===== config.mk =====
export PLATFORM = sky130hd
export DESIGN_NAME = time_set_ctrl
export DESIGN_NICKNAME = d
export VERILOG_FILES = /design/src/rtl/watch_pkg.sv /design/src/rtl/key_conditioner.sv /design/src/rtl/time_set_ctrl.sv
export SDC_FILE = /design/constraint.sdc
export NUM_CORES = 1
export LEC_CHECK = 0
export ABC_AREA = 1
export CAP_MARGIN = 20
export CELL_PAD_IN_SITES_DETAIL_PLACEMENT = 1
export CELL_PAD_IN_SITES_GLOBAL_PLACEMENT = 1
export CORE_MARGIN = 8
export CORE_UTILIZATION = 38
export DETAILED_ROUTE_END_ITERATION = 6
export GPL_TIMING_DRIVEN = 0
export PLACE_DENSITY_LB_ADDON = 0.15
export SYNTH_ARGS = -nofsm -noshare
export SYNTH_HDL_FRONTEND = slang
export SYNTH_SLANG_ARGS = --single-unit

===== constraint.sdc =====
create_clock -name clk -period 6.7 [get_ports clk]
set_input_delay 1.005 -clock clk [delete_from_list [all_inputs] [get_ports clk]]
set_output_delay 1.005 -clock clk [all_outputs]
set_load 0.02 [all_outputs]

===== src/rtl/watch_pkg.sv =====
// Shared types and constants for the watch time-setting controller:
// FSM encoding, keypad codes, digit indices and per-digit BCD limits.
package watch_pkg;

  typedef enum logic [1:0] {
    ST_RUN    = 2'd0,
    ST_EDIT   = 2'd1,
    ST_COMMIT = 2'd2
  } state_t;

  localparam logic [3:0] KEY_HASH = 4'd10;
  localparam logic [3:0] KEY_STAR = 4'd11;

  localparam logic [2:0] DIG_H_TEN = 3'd0;
  localparam logic [2:0] DIG_H_ONE = 3'd1;
  localparam logic [2:0] DIG_M_TEN = 3'd2;
  localparam logic [2:0] DIG_M_ONE = 3'd3;
  localparam logic [2:0] DIG_S_TEN = 3'd4;
  localparam logic [2:0] DIG_S_ONE = 3'd5;

  localparam logic [3:0] MAX_H_TEN     = 4'd2;
  localparam logic [3:0] MAX_H_ONE_20S = 4'd3;
  localparam logic [3:0] MAX_TEN       = 4'd5;
  localparam logic [3:0] MAX_ONE       = 4'd9;

  function automatic logic is_one_hot(input logic [11:0] v);
    int n;
    n = 0;
    for (int i = 0; i < 12; i++) begin
      if (v[i]) n++;
    end
    return (n == 1);
  endfunction

  function automatic logic [3:0] key_encode(input logic [11:0] v);
    logic [3:0] code;
    code = 4'd0;
    for (int i = 0; i < 12; i++) begin
      if (v[i]) code = 4'(i);
    end
    return code;
  endfunction

  // Hour units are limited to 3 only while the hour tens digit reads 2.
  function automatic logic [3:0] digit_max(input logic [2:0] idx, input logic [3:0] h_ten);
    logic [3:0] m;
    case (idx)
      DIG_H_TEN:            m = MAX_H_TEN;
      DIG_H_ONE:            m = (h_ten == MAX_H_TEN) ? MAX_H_ONE_20S : MAX_ONE;
      DIG_M_TEN, DIG_S_TEN: m = MAX_TEN;
      default:              m = MAX_ONE;
    endcase
    return m;
  endfunction

  function automatic logic [3:0] get_digit(input logic [23:0] t, input logic [2:0] idx);
    logic [3:0] d;
    case (idx)
      3'd0:    d = t[23:20];
      3'd1:    d = t[19:16];
      3'd2:    d = t[15:12];
      3'd3:    d = t[11:8];
      3'd4:    d = t[7:4];
      3'd5:    d = t[3:0];
      default: d = 4'd0;
    endcase
    return d;
  endfunction

  function automatic logic [23:0] set_digit(input logic [23:0] t, input logic [2:0] idx,
                                            input logic [3:0] d);
    logic [23:0] r;
    r = t;
    case (idx)
      3'd0:    r[23:20] = d;
      3'd1:    r[19:16] = d;
      3'd2:    r[15:12] = d;
      3'd3:    r[11:8]  = d;
      3'd4:    r[7:4]   = d;
      3'd5:    r[3:0]   = d;
      default: r = t;
    endcase
    return r;
  endfunction

endpackage


===== src/rtl/key_conditioner.sv =====
// Keypad front end: 2-flop sync, debounce of a single one-hot key, and a
// release lockout so each press yields exactly one key_evt pulse.
module key_conditioner
  import watch_pkg::*;
#(
  parameter int DEBOUNCE_CYCLES = 20
) (
  input  logic        clk,
  input  logic        rst,
  input  logic [11:0] key_input,
  output logic        key_evt,
  output logic [3:0]  key_code
);

  localparam int CW = $clog2(DEBOUNCE_CYCLES + 1);
  localparam logic [CW-1:0] CNT_LAST = CW'(DEBOUNCE_CYCLES - 1);

  logic [11:0]   key_s1;
  logic [11:0]   key_s2;
  logic [11:0]   key_last;
  logic [CW-1:0] cnt;
  logic          locked;
  logic          stable_ok;

  // While locked we wait for a quiet keypad; otherwise for one steady key.
  assign stable_ok = (key_s2 == key_last) &&
                     (locked ? (key_s2 == 12'd0) : is_one_hot(key_s2));

  always_ff @(posedge clk or posedge rst) begin
    if (rst) begin
      key_s1   <= 12'd0;
      key_s2   <= 12'd0;
      key_last <= 12'd0;
      cnt      <= '0;
      locked   <= 1'b0;
      key_evt  <= 1'b0;
      key_code <= 4'd0;
    end else begin
      key_s1   <= key_input;
      key_s2   <= key_s1;
      key_last <= key_s2;
      key_evt  <= 1'b0;
      if (!stable_ok) begin
        cnt <= '0;
      end else if (cnt == CNT_LAST) begin
        cnt    <= '0;
        locked <= !locked;
        if (!locked) begin
          key_evt  <= 1'b1;
          key_code <= key_encode(key_s2);
        end
      end else begin
        cnt <= cnt + 1'b1;
      end
    end
  end

endmodule


===== src/rtl/time_set_ctrl.sv =====
// hh:mm:ss time-setting controller: digit-entry session with range checks,
// cursor blink, and load/run control of the BCD time counter.
module time_set_ctrl
  import watch_pkg::*;
#(
  parameter int CLK_HZ        = 1000,
  parameter int DEBOUNCE_MS   = 20,
  parameter int BLINK_HALF_MS = 250
) (
  input  logic        clk,
  input  logic        rst,
  input  logic [11:0] key_input,
  input  logic        btn_set,
  input  logic [23:0] cur_time,
  output logic        load,
  output logic [23:0] load_time,
  output logic        run_en,
  output logic        set_mode,
  output logic [2:0]  cursor,
  output logic [23:0] edit_time,
  output logic [5:0]  blink_mask,
  output logic        key_err
);

  localparam int DEB_CYCLES   = CLK_HZ * DEBOUNCE_MS / 1000;
  localparam int BLINK_CYCLES = CLK_HZ * BLINK_HALF_MS / 1000;
  localparam int BW = $clog2(BLINK_CYCLES + 1);
  localparam logic [BW-1:0] BLINK_LAST = BW'(BLINK_CYCLES - 1);

  logic          key_evt;
  logic [3:0]    key_code;
  logic          btn_s1;
  logic          btn_s2;
  logic          btn_d;
  logic          set_evt;
  state_t        state_q;
  state_t        state_d;
  logic [23:0]   edit_d;
  logic [2:0]    cursor_d;
  logic          key_err_d;
  logic          blink_restart;
  logic [BW-1:0] blink_cnt;
  logic          blink_on;

  key_conditioner #(
    .DEBOUNCE_CYCLES(DEB_CYCLES)
  ) u_keys (
    .clk      (clk),
    .rst      (rst),
    .key_input(key_input),
    .key_evt  (key_evt),
    .key_code (key_code)
  );

  always_ff @(posedge clk or posedge rst) begin
    if (rst) begin
      btn_s1 <= 1'b0;
      btn_s2 <= 1'b0;
      btn_d  <= 1'b0;
    end else begin
      btn_s1 <= btn_set;
      btn_s2 <= btn_s1;
      btn_d  <= btn_s2;
    end
  end

  assign set_evt = btn_s2 & ~btn_d;

  always_ff @(posedge clk or posedge rst) begin
    if (rst) begin
      state_q   <= ST_EDIT;
      edit_time <= 24'd0;
      cursor    <= DIG_H_TEN;
      key_err   <= 1'b0;
    end else begin
      state_q   <= state_d;
      edit_time <= edit_d;
      cursor    <= cursor_d;
      key_err   <= key_err_d;
    end
  end

  // set_evt is checked before key_evt so a coincident key is dropped.
  always_comb begin
    state_d       = state_q;
    edit_d        = edit_time;
    cursor_d      = cursor;
    key_err_d     = 1'b0;
    blink_restart = 1'b0;
    case (state_q)
      ST_RUN: begin
        if (set_evt) begin
          state_d       = ST_EDIT;
          edit_d        = cur_time;
          cursor_d      = DIG_H_TEN;
          blink_restart = 1'b1;
        end
      end
      ST_EDIT: begin
        if (set_evt) begin
          cursor_d      = DIG_H_TEN;
          blink_restart = 1'b1;
        end else if (key_evt) begin
          if (key_code == KEY_HASH) begin
            state_d = ST_COMMIT;
          end else if (key_code == KEY_STAR) begin
            state_d = ST_RUN;
          end else if (key_code <= MAX_ONE &&
                       key_code <= digit_max(cursor, get_digit(edit_time, DIG_H_TEN))) begin
            edit_d = set_digit(edit_time, cursor, key_code);
            // Entering hour tens 2 must not leave an hour of 24..29 behind.
            if (cursor == DIG_H_TEN && key_code == MAX_H_TEN &&
                get_digit(edit_time, DIG_H_ONE) > MAX_H_ONE_20S) begin
              edit_d = set_digit(edit_d, DIG_H_ONE, 4'd0);
            end
            cursor_d      = (cursor == DIG_S_ONE) ? DIG_H_TEN : cursor + 3'd1;
            blink_restart = 1'b1;
          end else begin
            key_err_d = 1'b1;
          end
        end
      end
      ST_COMMIT: state_d = ST_RUN;
      default:   state_d = ST_EDIT;
    endcase
  end

  always_ff @(posedge clk or posedge rst) begin
    if (rst) begin
      blink_cnt <= '0;
      blink_on  <= 1'b0;
    end else if (state_q != ST_EDIT || blink_restart) begin
      blink_cnt <= '0;
      blink_on  <= 1'b0;
    end else if (blink_cnt == BLINK_LAST) begin
      blink_cnt <= '0;
      blink_on  <= ~blink_on;
    end else begin
      blink_cnt <= blink_cnt + 1'b1;
    end
  end

  assign run_en     = (state_q == ST_RUN);
  assign set_mode   = (state_q == ST_EDIT);
  assign load       = (state_q == ST_COMMIT);
  assign load_time  = load ? edit_time : 24'd0;
  assign blink_mask = (set_mode && blink_on) ? (6'b000001 << cursor) : 6'b000000;

endmodule

==> results of run 1 <==
==> synthesized netlist by cell type (all sizes together) <==
cell	instances
a211oi	3
a21oi	36
a31oi	2
a32o	1
buf	4
clkbuf	8
clkinv	2
dfrtp	88
dfstp	1
ha	23
inv	123
mux2i	2
nand2	176
nand3	59
nand3b	5
nand4	5
nor2	84
nor3	8
nor3b	1
nor4	4
o211ai	1
o21a	10
o21ai	20
o22ai	2
o31ai	2
or2	4
xnor2	2
xor2	17
==> power groups by stage <==
stage,sequential (mW),clock (mW),combinational [mW]
final,0.738,0.483,1.26
after global routing,0.754,0.514,1.40
after CTS,0.739,0.496,1.26
after detailed placement,0.747,0,1.25
after global placement,0.741,0,1.19
after floorplan,0.814,0,0.664
==> critical path, delay by kind of cell, from the launching register on <==
kind	cells	cell delay, ns
buf+inv	6	0.36
simple gates	28	2.56
flops	1	0.43
fa+ha+maj	10	2.60
compound gates	1	0.20
==> state kept, by name, indices dropped and copies added (netlist names), 2 cells and up <==
name	flops
blink_cnt	8
u_keys.key_s2	12
u_keys.key_s1	12
cursor	3
u_keys.key_code	4
state_q	2
u_keys.key_last	12
edit_time	24
u_keys.cnt	5
==> final cells by class <==
type,instances,share of cell area (%)
Buffer,12,0.919
Clock buffer,9,3.24
Clock inverter,7,0.865
Inverter,125,6.79
Multi-Input combinational cell,467,37.6
Sequential cell,89,32.1
Tap cell,180,3.24
Timing Repair Buffer,106,15.3
==> logic make-up (layout without fill, tap and decap cells) <==
| family | count (synthesis) | in the layout |
|---|---|---|
| xor gates and xnor gates | 19 | 19 |
| buffers and inverters | 137 | 259 |
| muxes | 2 | 2 |
| DFF | 89 | 89 |
| adders and majority gates | 23 | 23 |
| and+or+nand+nor | 346 | 346 |
| AOI/OAI and AO/OA | 77 | 77 |
==> layer usage <==
metal  global-route usage, %  vias up
li1                        -     2401
met1                    18.2     2347
met2                    33.9       65
met3                    4.19       18
met4                    5.18        0
met5                       0        -
==> final timing paths <==
path / start / end / depth (start not counted) / slack, ns
worst max-delay path: u_keys.key_s2[1] / u_keys.cnt[4] / 45 / 0.46
worst min-delay path: u_keys.key_s1[5] / u_keys.key_s2[5] / 0 / 0.35
worst max register to register: u_keys.key_s2[1] / u_keys.cnt[4] / 45 / 0.46
worst min register to register: u_keys.key_s1[5] / u_keys.key_s2[5] / 0 / 0.35
max in group asynchronous: rst / u_keys.key_last[11] / 3 / 5.03
min in group asynchronous: rst / blink_cnt[3] / 2 / 1.05
==> metrics by stage <==
| stage | TNS (ns) | hold WS, ns | setup slack [ns] | utilization, % | total power, mW |
|---|---|---|---|---|---|
| 3_5_place_dp | -0.157 | 0.336 | -0.0549 | 47.6 | 2.00 |
| 2_1_floorplan | 0 | 0.331 | 0.825 | - | 1.48 |
| 5_1_grt | -0.0409 | 0.357 | -0.0194 | 50.4 | 2.67 |
| 3_3_place_gp | 0 | 0.332 | 0.123 | 47.4 | 1.93 |
| 6_report | 0 | 0.349 | 0.461 | 50.4 | 2.48 |
| 4_1_cts | 0 | 0.352 | 0.00313 | 49.8 | 2.50 |
==> timing repair <==
action	in CTS	in global routing
resized for setup	2	15
buffers inserted	0	6
setup endpoints to repair	5	11
pin swaps	0	5
==> insert_results.sql, run 1 <==
INSERT INTO impl_metrics (metric_group, metric, value, unit) VALUES
('routing', 'viasPerCell', '4.86', ''),
('yosys', 'synth_seq_cells', '89', ''),
('yosys', 'synthMuxAreaShare', '0.377', '%'),
('critical_path', 'path_class', 'flop to flop', ''),
('floorplanning', 'boundaryPins', '100', ''),
('critical_path', 'cpMaxStageDelayCell', 'dfrtp_1', ''),
('clocking', 'clkSlewWorstSetupHoldPaths', '0.07', 'ns'),
('yosys', 'synthAdderAreaFrac', '5.42', '%'),
('grt', 'track_usage', '17.6', '%'),
('sta', 'timing.final.setup_violations', '0', ''),
('critical_path', 'worst_path_most_repeated_cell', 'nand2_2', ''),
('critical_path', 'setup.worst_path.end_class', 'flop', ''),
('floorplanning', 'die_h', '134', 'um'),
('routing', 'routedWlPerCell', '15.3', 'um'),
('power_and_ir_drop', 'intPower', '1.41', 'mW'),
('floorplanning', 'chipWidth', '134', 'um'),
('grt', 'grt_pass1_wl', '25800', 'um'),
('routing', 'iteration_0_drc_markers', '173', ''),
('sta', 'layout_worst_path_cycle_share', '93.1', '%'),
('clocking', 'numCtsBuffers', '9', ''),
('cells_and_area', 'design_area', '6950', 'um2'),
('grt', 'grt_antenna_before_repair', '0', ''),
('routing', 'met2WireLength', '8360', 'um'),
('yosys', 'post_synth.cell_area_avg', '7.66', 'um2'),
('grt', 'globalRouteOverflowTotal', '0', ''),
('yosys', 'main_combinational_cell_family_by_area_after_synthesis', 'simple AND/OR/NAND/NOR gates', ''),
('routing', 'detail-route-antenna-nets', '0', ''),
('floorplanning', 'floorplan.die_area', '18000', 'um2'),
('power_and_ir_drop', 'switching_fraction', '43.1', '%'),
('place', 'port-buffer-count', '99', ''),
('hold_path', 'min_path_type', 'flop to flop', ''),
('clocking', 'cts_max_level', '3', ''),
('clocking', 'tritoncts', 'done', ''),
('place', 'post-dp-hpwl', '12200', 'um'),
('yosys', 'ys_types', '40', ''),
('critical_path', 'cp_slowest_stage_delay', '0.43', 'ns'),
('power_and_ir_drop', 'ir_drop', '213', 'uV'),
('power_and_ir_drop', 'power_frac_seq', '29.7', '%'),
('sta', 'achievable-frequency', '160', 'MHz'),
('cells_and_area', 'fin_nets', '872', ''),
('yosys', 'netlist_instances', '693', ''),
('cells_and_area', 'area_of_the_multi_input_gates', '2610', 'um2'),
('critical_path', 'top_fanout_value_on_the_critical_path', '4', ''),
('sta', 'timing.max_slew.rel_slack', '39.0', '%'),
('yosys', 'synth-compound-area-share', '8.20', '%'),
('yosys', 'synth_sequential_area_ratio', '42.0', '%'),
('power_and_ir_drop', 'p_comb_share', '50.8', '%'),
('place', 'finalWeightedCongestion', '0.811', ''),
('cells_and_area', 'sequential_cell_area', '2230', 'um2'),
('routing', 'm1WireLength', '6030', 'um'),
('cells_and_area', 'num_antenna_cells', '0', ''),
('yosys', 'synth_top_area_cell', 'dfrtp_1', ''),
('status', 'run_status', 'finished, final reports clean', ''),
('power_and_ir_drop', 'clkPwrFrac', '19.4', '%'),
('cells_and_area', 'finalNonFillerCells', '995', ''),
('power_and_ir_drop', 'power.density_cell_area', '357', 'nW/um2'),
('routing', 'drt_first_pass_iters', '4', ''),
('yosys', 'synth.net_count', '755', ''),
('floorplanning', 'core', '13800', 'um2'),
('clocking', 'clock-sinks', '89', ''),
('routing', 'route.final.wire_length', '15200', 'um'),
('yosys', 'synth-xor-area-share', '3.14', '%'),
('clocking', 'cts_hold_buf', '0', ''),
('cells_and_area', 'flow.area_growth_from_synthesis', '30.9', '%'),
('sta', 'report.final.slew_viol_count', '0', ''),
('yosys', 'synth_simple_gate_area_share', '30.8', '%'),
('flow_run', 'drv_cap', '0', ''),
('critical_path', 'worstPathRequired', '6.97', 'ns'),
('yosys', 'synth_warnings', '0', ''),
('routing', 'met3_length', '644', 'um'),
('critical_path', 'startpoint_type', 'flop', '');
Power figures use the tool's default switching activity.
==> run 2: changes to the inputs <==
--- a/config.mk
+++ b/config.mk
@@ -13,7 +13,7 @@
 export CORE_UTILIZATION = 38
 export DETAILED_ROUTE_END_ITERATION = 6
 export GPL_TIMING_DRIVEN = 0
-export PLACE_DENSITY_LB_ADDON = 0.15
+export PLACE_DENSITY_LB_ADDON = 0.2
 export SYNTH_ARGS = -nofsm -noshare
 export SYNTH_HDL_FRONTEND = slang
 export SYNTH_SLANG_ARGS = --single-unit
==> run 2 against run 1 <==
Final cell count up 0.50%. Core utilization rose by 0.61 points. Critical path depth decreased by 1. Power up 1.6%. Via count rose by 1.8%. Non-clock buffer count is 4 higher. Sequential cell count did not move. First-iteration DRC count fell by 27%. Sequential share of layout area is 0.38 points lower. Final area grew 1.2%. Clock power increased by 6.0%. Critical path type unchanged.
==> insert_results.sql, run 2 (synthesis results as in run 1) <==
INSERT INTO impl_metrics (metric_group, metric, value, unit) VALUES
('cells_and_area', 'num_antenna_cells', '0', ''),
('sta', 'final_worst_clock_skew', '0.0107', 'ns'),
('critical_path', 'worstPathRequired', '6.96', 'ns'),
('routing', 'drt_first_pass_iters', '4', ''),
('sta', 'worstMarginPinSlew', '0.926', 'ns'),
('cells_and_area', 'layout_commonest_cell', 'nand2_1', ''),
('cells_and_area', 'sequential_cell_area', '2230', 'um2'),
('place', 'finalWeightedCongestion', '0.821', ''),
('critical_path', 'worst_path_most_repeated_cell', 'nand2_2', ''),
('clocking', 'tritoncts', 'done', ''),
('place', 'port-buffer-count', '99', ''),
('routing', 'number_of_drc_violations_after_detailed_routing', '0', ''),
('grt', 'grt_pass1_wl', '26000', 'um'),
('sta', 'min_period', '6.20', 'ns'),
('place', 'post-dp-hpwl', '12100', 'um'),
('critical_path', 'cell_depth_of_the_worst_flop_to_flop_path', '44', ''),
('routing', 'detail-route-antenna-nets', '0', ''),
('cells_and_area', 'area_of_the_multi_input_gates', '2650', 'um2'),
('power_and_ir_drop', 'total_leakage_power', '3.52', 'nW'),
('sta', 'report.final.slew_viol_count', '0', ''),
('floorplanning', 'chipWidth', '134', 'um'),
('clocking', 'clkSlewWorstSetupHoldPaths', '0.07', 'ns'),
('sta', 'timing.max_slew.rel_slack', '37.7', '%'),
('cells_and_area', 'flip_flop_count_of_the_largest_register_after_layout', '24', ''),
('grt', 'globalRouteOverflowTotal', '0', ''),
('critical_path', 'cpMaxStageDelayCell', 'dfrtp_1', ''),
('floorplanning', 'die_h', '134', 'um'),
('cells_and_area', 'fin_nets', '877', ''),
('grt', 'pin_count_of_the_biggest_net_entering_global_routing', '56', ''),
('routing', 'route.final.wire_length', '15500', 'um'),
('critical_path', 'worst-r2r-setup-slack', '0.50', 'ns'),
('critical_path', 'top_fanout_value_on_the_critical_path', '5', ''),
('floorplanning', 'start_util', '38.5', '%'),
('cells_and_area', 'share_of_cells_above_drive_strength_1', '13.9', '%'),
('cells_and_area', 'flow.area_growth_from_synthesis', '32.5', '%'),
('routing', 'via_count', '4916', ''),
('routing', 'routedWlPerCell', '15.5', 'um'),
('cells_and_area', 'fillers', '1705', ''),
('floorplanning', 'floorplan.die_area', '18000', 'um2'),
('clocking', 'numCtsBuffers', '9', ''),
('clocking', 'clock-sinks', '89', ''),
('power_and_ir_drop', 'ir_drop', '206', 'uV'),
('hold_path', 'worstHoldPathCells', '0', ''),
('clocking', 'clock_path_buffers', '2', ''),
('routing', 'iteration_0_drc_markers', '126', ''),
('sta', 'timing.final.setup_violations', '0', ''),
('critical_path', 'arrival', '6.47', 'ns'),
('cells_and_area', 'registers.top_by_ff_count', 'edit_time', ''),
('grt', 'track_usage', '17.8', '%'),
('sta', 'achievable-frequency', '161', 'MHz'),
('clocking', 'cts_max_level', '3', ''),
('clocking', 'clock_latency_on_the_worst_skew_pair', '0.35', 'ns'),
('status', 'run_status', 'finished, final reports clean', ''),
('power_and_ir_drop', 'power.density_cell_area', '358', 'nW/um2'),
('cells_and_area', 'layout.cells.most_common_list', 'nand2_1, inv_1, clkdlybuf4s50_1', ''),
('critical_path', 'path_class', 'flop to flop', ''),
('cells_and_area', 'postLayoutCoreUtil', '51.0', '%'),
('flow_run', 'drv_cap', '0', ''),
('critical_path', 'cp_slowest_stage_delay', '0.41', 'ns'),
('sta', 'rsz0062_at_grt', 'no', ''),
('sta', 'layout_worst_path_cycle_share', '92.6', '%'),
('floorplanning', 'core', '13800', 'um2'),
('grt', 'grt_antenna_before_repair', '0', ''),
('floorplanning', 'rows', '43', ''),
('grt', 'first_global_vias', '5485', ''),
('floorplanning', 'boundaryPins', '100', ''),
('clocking', 'clock_tree.root_cell', 'clkbuf_16', ''),
('sta', 'setup_total_negative_slack', '0', 'ns'),
('routing', 'viasPerCell', '4.92', ''),
('sta', 'report.final.hold_viol_count', '0', ''),
('critical_path', 'startpoint_type', 'flop', ''),
('hold_path', 'min_path_type', 'flop to flop', ''),
('critical_path', 'setup.worst_path.end_class', 'flop', '');
run 2: per-layer routing:
metal / vias up / wire length (um) / global-route usage (%)
met5: - / 0 / 0
met4: 0 / 234 / 4.55
met3: 20 / 607 / 4.30
met2: 69 / 8410 / 34.3
met1: 2406 / 6250 / 18.6
li1: 2421 / - / -
run 2: final cells by class:
| cell class | count | area share (%) |
|---|---|---|
| flip-flops and latches | 89 | 31.7 |
| inverters | 125 | 6.71 |
| repair buffers | 110 | 15.6 |
| multi-input cells | 468 | 37.6 |
| well taps | 180 | 3.20 |
| plain buffers | 12 | 0.908 |
| clock buffers | 10 | 3.26 |
| clock inverters | 6 | 1.03 |
run 2: worst max-delay path, delay by kind of cell, from the launching register on:
family,cells,cell delay [ns]
adder cells (fa/ha/maj),10,2.66
AND/OR/NAND/NOR,26,2.41
flip-flops,1,0.41
buffers and inverters,6,0.31
AO/OA/AOI/OAI,2,0.31
run 2: report_power, final:
part	internal [mW]	total, mW	switching, mW
registers	0.645	0.738	0.0932
clock network	0.294	0.512	0.218
logic	0.516	1.27	0.754
total	1.45	2.52	1.07
run 2: worst paths after layout:
path                                  start            endpoint
max                        u_keys.key_s2[0]  u_keys.key_code[3]
min                        u_keys.key_s1[9]    u_keys.key_s2[9]
max reg2reg                u_keys.key_s2[0]  u_keys.key_code[3]
min reg2reg                u_keys.key_s1[9]    u_keys.key_s2[9]
max in group asynchronous               rst   u_keys.key_s2[10]
min in group asynchronous               rst        blink_cnt[2]
run 2: per-stage QoR:
| stage | power, mW | worst slack (ns) | area [um2] | hold slack (ns) | cells |
|---|---|---|---|---|---|
| floorplan | 1.48 | 0.825 | 5310 | 0.331 | 693 |
| global placement | 1.93 | 0.132 | 6520 | 0.332 | 972 |
| detailed placement | 1.99 | -0.0786 | 6550 | 0.336 | 973 |
| CTS | 2.52 | 0.0227 | 6870 | 0.352 | 989 |
| global route | 2.71 | 0.000438 | 7030 | 0.363 | 1000 |
| finish | 2.52 | 0.498 | 7030 | 0.349 | 1000 |
run 2: timing repair:
action	CTS	global route
endpoints found under the setup margin	9	11
cloned	0	1
setup buffers	0	10
pin swaps	0	3
resized for setup	3	20
hold buffers	0	0
==> run 3: changes to the inputs <==
--- a/config.mk
+++ b/config.mk
@@ -10,7 +10,7 @@
 export CELL_PAD_IN_SITES_DETAIL_PLACEMENT = 1
 export CELL_PAD_IN_SITES_GLOBAL_PLACEMENT = 1
 export CORE_MARGIN = 8
-export CORE_UTILIZATION = 38
+export CORE_UTILIZATION = 35
 export DETAILED_ROUTE_END_ITERATION = 6
 export GPL_TIMING_DRIVEN = 0
 export PLACE_DENSITY_LB_ADDON = 0.2
==> constraint.sdc (replaced) <==
create_clock -name clk -period 5.2 [get_ports clk]
set_input_delay 0.78 -clock clk [delete_from_list [all_inputs] [get_ports clk]]
set_output_delay 0.78 -clock clk [all_outputs]
set_load 0.02 [all_outputs]
==> run 3 against run 2 <==
The run now ends with negative setup slack left. Final cell count is 9.5% higher. Combinational power is 58% higher. Register-to-register slack worse by 1.5 ns. Clock power is 21% higher. First-iteration DRC count is 87% higher. Critical path depth is 1 higher. Largest power group unchanged. Sequential share of layout area is 4.4 points lower. Worst hold slack hardly changed. Final area is 16% higher. Clock skew is 0.0041 ns lower. Die area is 7.5% higher. Maximum frequency is 0.73% higher.
==> insert_results.sql, run 3 (synthesis results as in run 1) <==
INSERT INTO impl_metrics (metric_group, metric, value, unit) VALUES
('floorplanning', 'die_h', '139', 'um'),
('cells_and_area', 'fin_nets', '964', ''),
('floorplanning', 'chipWidth', '139', 'um'),
('status', 'violations', 'negative setup slack', ''),
('critical_path', 'setup.worst_path.end_class', 'flop', ''),
('cells_and_area', 'layout_commonest_cell', 'nand2_1', ''),
('grt', 'grt_pass1_wl', '31300', 'um'),
('clocking', 'numCtsBuffers', '9', ''),
('clocking', 'clkSlewWorstSetupHoldPaths', '0.06', 'ns'),
('routing', 'routedWlPerCell', '18.7', 'um'),
('cells_and_area', 'registers.top_by_ff_count', 'edit_time', ''),
('place', 'detailedPlace.worstSlack', '-1.42', 'ns'),
('power_and_ir_drop', 'total_leakage_power', '4.04', 'nW'),
('cells_and_area', 'num_antenna_cells', '0', ''),
('power_and_ir_drop', 'power', '3.58', 'mW'),
('sta', 'timing.final.setup_violations', '11', ''),
('sta', 'layout_worst_path_cycle_share', '118', '%'),
('critical_path', 'cpMaxStageDelayCell', 'dfrtp_1', ''),
('clocking', 'clock_latency_on_the_worst_skew_pair', '0.34', 'ns'),
('sta', 'report.final.slew_viol_count', '0', ''),
('critical_path', 'path_class', 'flop to flop', ''),
('clocking', 'clock_path_buffers', '2', ''),
('place', 'dpl.cell_count', '981', ''),
('critical_path', 'cell_depth_of_the_worst_flop_to_flop_path', '45', ''),
('place', 'post-dp-hpwl', '11800', 'um'),
('grt', 'grt_antenna_before_repair', '0', ''),
('sta', 'min_period', '6.16', 'ns'),
('place', 'finalWeightedCongestion', '0.781', ''),
('power_and_ir_drop', 'ir_drop', '298', 'uV'),
('critical_path', 'setup.worst_path.start', 'u_keys.key_s2[1]', ''),
('routing', 'viasPerCell', '5.00', ''),
('critical_path', 'worstPathRequired', '5.47', 'ns'),
('place', 'port-buffer-count', '99', ''),
('critical_path', 'worst-r2r-setup-slack', '-0.96', 'ns'),
('critical_path', 'cp_slowest_stage_delay', '0.42', 'ns'),
('cells_and_area', 'flip_flop_count_of_the_largest_register_after_layout', '24', ''),
('sta', 'worstMarginPinSlew', '0.989', 'ns'),
('power_and_ir_drop', 'power.density_cell_area', '438', 'nW/um2'),
('cells_and_area', 'layout.cells.most_common_list', 'nand2_1, inv_1, clkdlybuf4s50_1', ''),
('critical_path', 'path_buf_inv', '7', ''),
('sta', 'finalWorstSetupSlack', '-0.957', 'ns'),
('critical_path', 'top_fanout_value_on_the_critical_path', '4', ''),
('sta', 'rsz0062_at_grt', 'yes', ''),
('floorplanning', 'start_util', '35.3', '%'),
('critical_path', 'arrival', '6.43', 'ns'),
('critical_path', 'worst_path_most_repeated_cell', 'nand2_4', ''),
('flow_run', 'drv_cap', '0', ''),
('place', 'placed_cell_area', '6580', 'um2'),
('routing', 'number_of_drc_violations_after_detailed_routing', '0', ''),
('floorplanning', 'boundaryPins', '100', ''),
('routing', 'route.final.wire_length', '20500', 'um'),
('sta', 'final_worst_clock_skew', '0.00664', 'ns'),
('cells_and_area', 'flow.area_growth_from_synthesis', '54.0', '%'),
('clocking', 'tritoncts', 'done', ''),
('cells_and_area', 'design_area', '8170', 'um2'),
('routing', 'drt_first_pass_iters', '4', ''),
('critical_path', 'worst-path-stages', '45', ''),
('status', 'run_status', 'finished, violations left', ''),
('routing', 'detail-route-antenna-nets', '0', ''),
('grt', 'pin_count_of_the_biggest_net_entering_global_routing', '74', ''),
('grt', 'track_usage', '20.2', '%'),
('sta', 'achievable-frequency', '162', 'MHz'),
('grt', 'globalRouteOverflowTotal', '0', ''),
('clocking', 'clock-sinks', '89', ''),
('floorplanning', 'core', '15000', 'um2'),
('floorplanning', 'rows', '45', ''),
('sta', 'report.final.hold_viol_count', '0', ''),
('critical_path', 'path_delay_family', 'simple AND/OR/NAND/NOR gates', ''),
('floorplanning', 'floorplan.die_area', '19400', 'um2'),
('critical_path', 'regToRegEndpoint', 'u_keys.cnt[4]', ''),
('critical_path', 'timing.critical_path.to', 'u_keys.cnt[4]', ''),
('critical_path', 'startpoint_type', 'flop', ''),
('hold_path', 'min_path_type', 'flop to flop', ''),
('routing', 'via_count', '5471', ''),
('grt', 'first_global_vias', '6164', ''),
('routing', 'iteration_0_drc_markers', '235', ''),
('clocking', 'clock_tree.root_cell', 'clkbuf_16', ''),
('clocking', 'cts_max_level', '3', ''),
('critical_path', 'worstReg2RegStart', 'u_keys.key_s2[1]', ''),
('cells_and_area', 'finalNonFillerCells', '1095', ''),
('sta', 'setup_total_negative_slack', '-10.33', 'ns'),
('sta', 'timing.max_slew.rel_slack', '33.5', '%'),
('hold_path', 'worstHoldPathCells', '0', ''),
('cells_and_area', 'share_of_cells_above_drive_strength_1', '29.5', '%');
==> run 3: power breakdown <==
part           internal [mW]  total, mW  switching, mW
clock network          0.351      0.621          0.270
registers              0.831      0.950          0.119
logic                  0.855       2.01           1.15
total                   2.04       3.58           1.54
==> run 3: how the worst min path moves through the flow <==
stage,slack [ns],endpoint,startpoint
final,0.35,u_keys.key_s2[10],u_keys.key_s1[10]
after global routing,0.35,u_keys.key_s2[9],u_keys.key_s1[9]
after CTS,0.35,u_keys.key_s2[6],u_keys.key_s1[6]
after detailed placement,0.34,u_keys.key_s2[2],u_keys.key_s1[2]
after global placement,0.33,u_keys.key_s2[3],u_keys.key_s1[3]
after floorplan,0.33,btn_s2,btn_s1
==> run 3: cell type report <==
class / count / area [um2]
Tap cell: 188 / 235
Inverter: 125 / 484
Clock inverter: 5 / 37.5
Clock buffer: 11 / 253
Fill cell: 1798 / 6860
Timing Repair Buffer: 197 / 1770
Sequential cell: 89 / 2230
Multi-Input combinational cell: 468 / 3100
Buffer: 12 / 63.8
==> run 3: layer usage <==
layer / routed length, um / part of all wire [%] / track usage [%]
met2: 10900 / 53 / 37.3
met3: 734 / 3.6 / 4.20
met1: 7940 / 39 / 21.0
met4: 935 / 4.6 / 10.8
met5: 0 / 0 / 0
==> run 3: worst reg2reg max path: cells and delay by family (launching register included) <==
| kind | cells | cell delay [ns] |
|---|---|---|
| adders and majority gates | 9 | 2.24 |
| and+or+nand+nor | 28 | 2.69 |
| DFF | 1 | 0.42 |
| buffers and inverters | 7 | 0.54 |
| AOI/OAI and AO/OA | 1 | 0.18 |
==> run 3: through the flow <==
stage	hold WS [ns]	util (%)
4_1_cts	0.351	52.6
3_5_place_dp	0.336	43.8
2_1_floorplan	0.331	-
5_1_grt	0.353	54.4
6_report	0.349	54.4
3_3_place_gp	0.333	43.6
==> run 3: repair_timing <==
item,4_1_cts,5_1_grt
buffers inserted,98,11
resized for setup,73,63
pin swaps,59,61
gates cloned,1,0
endpoints found under the setup margin,11,11
hold buffers,0,0
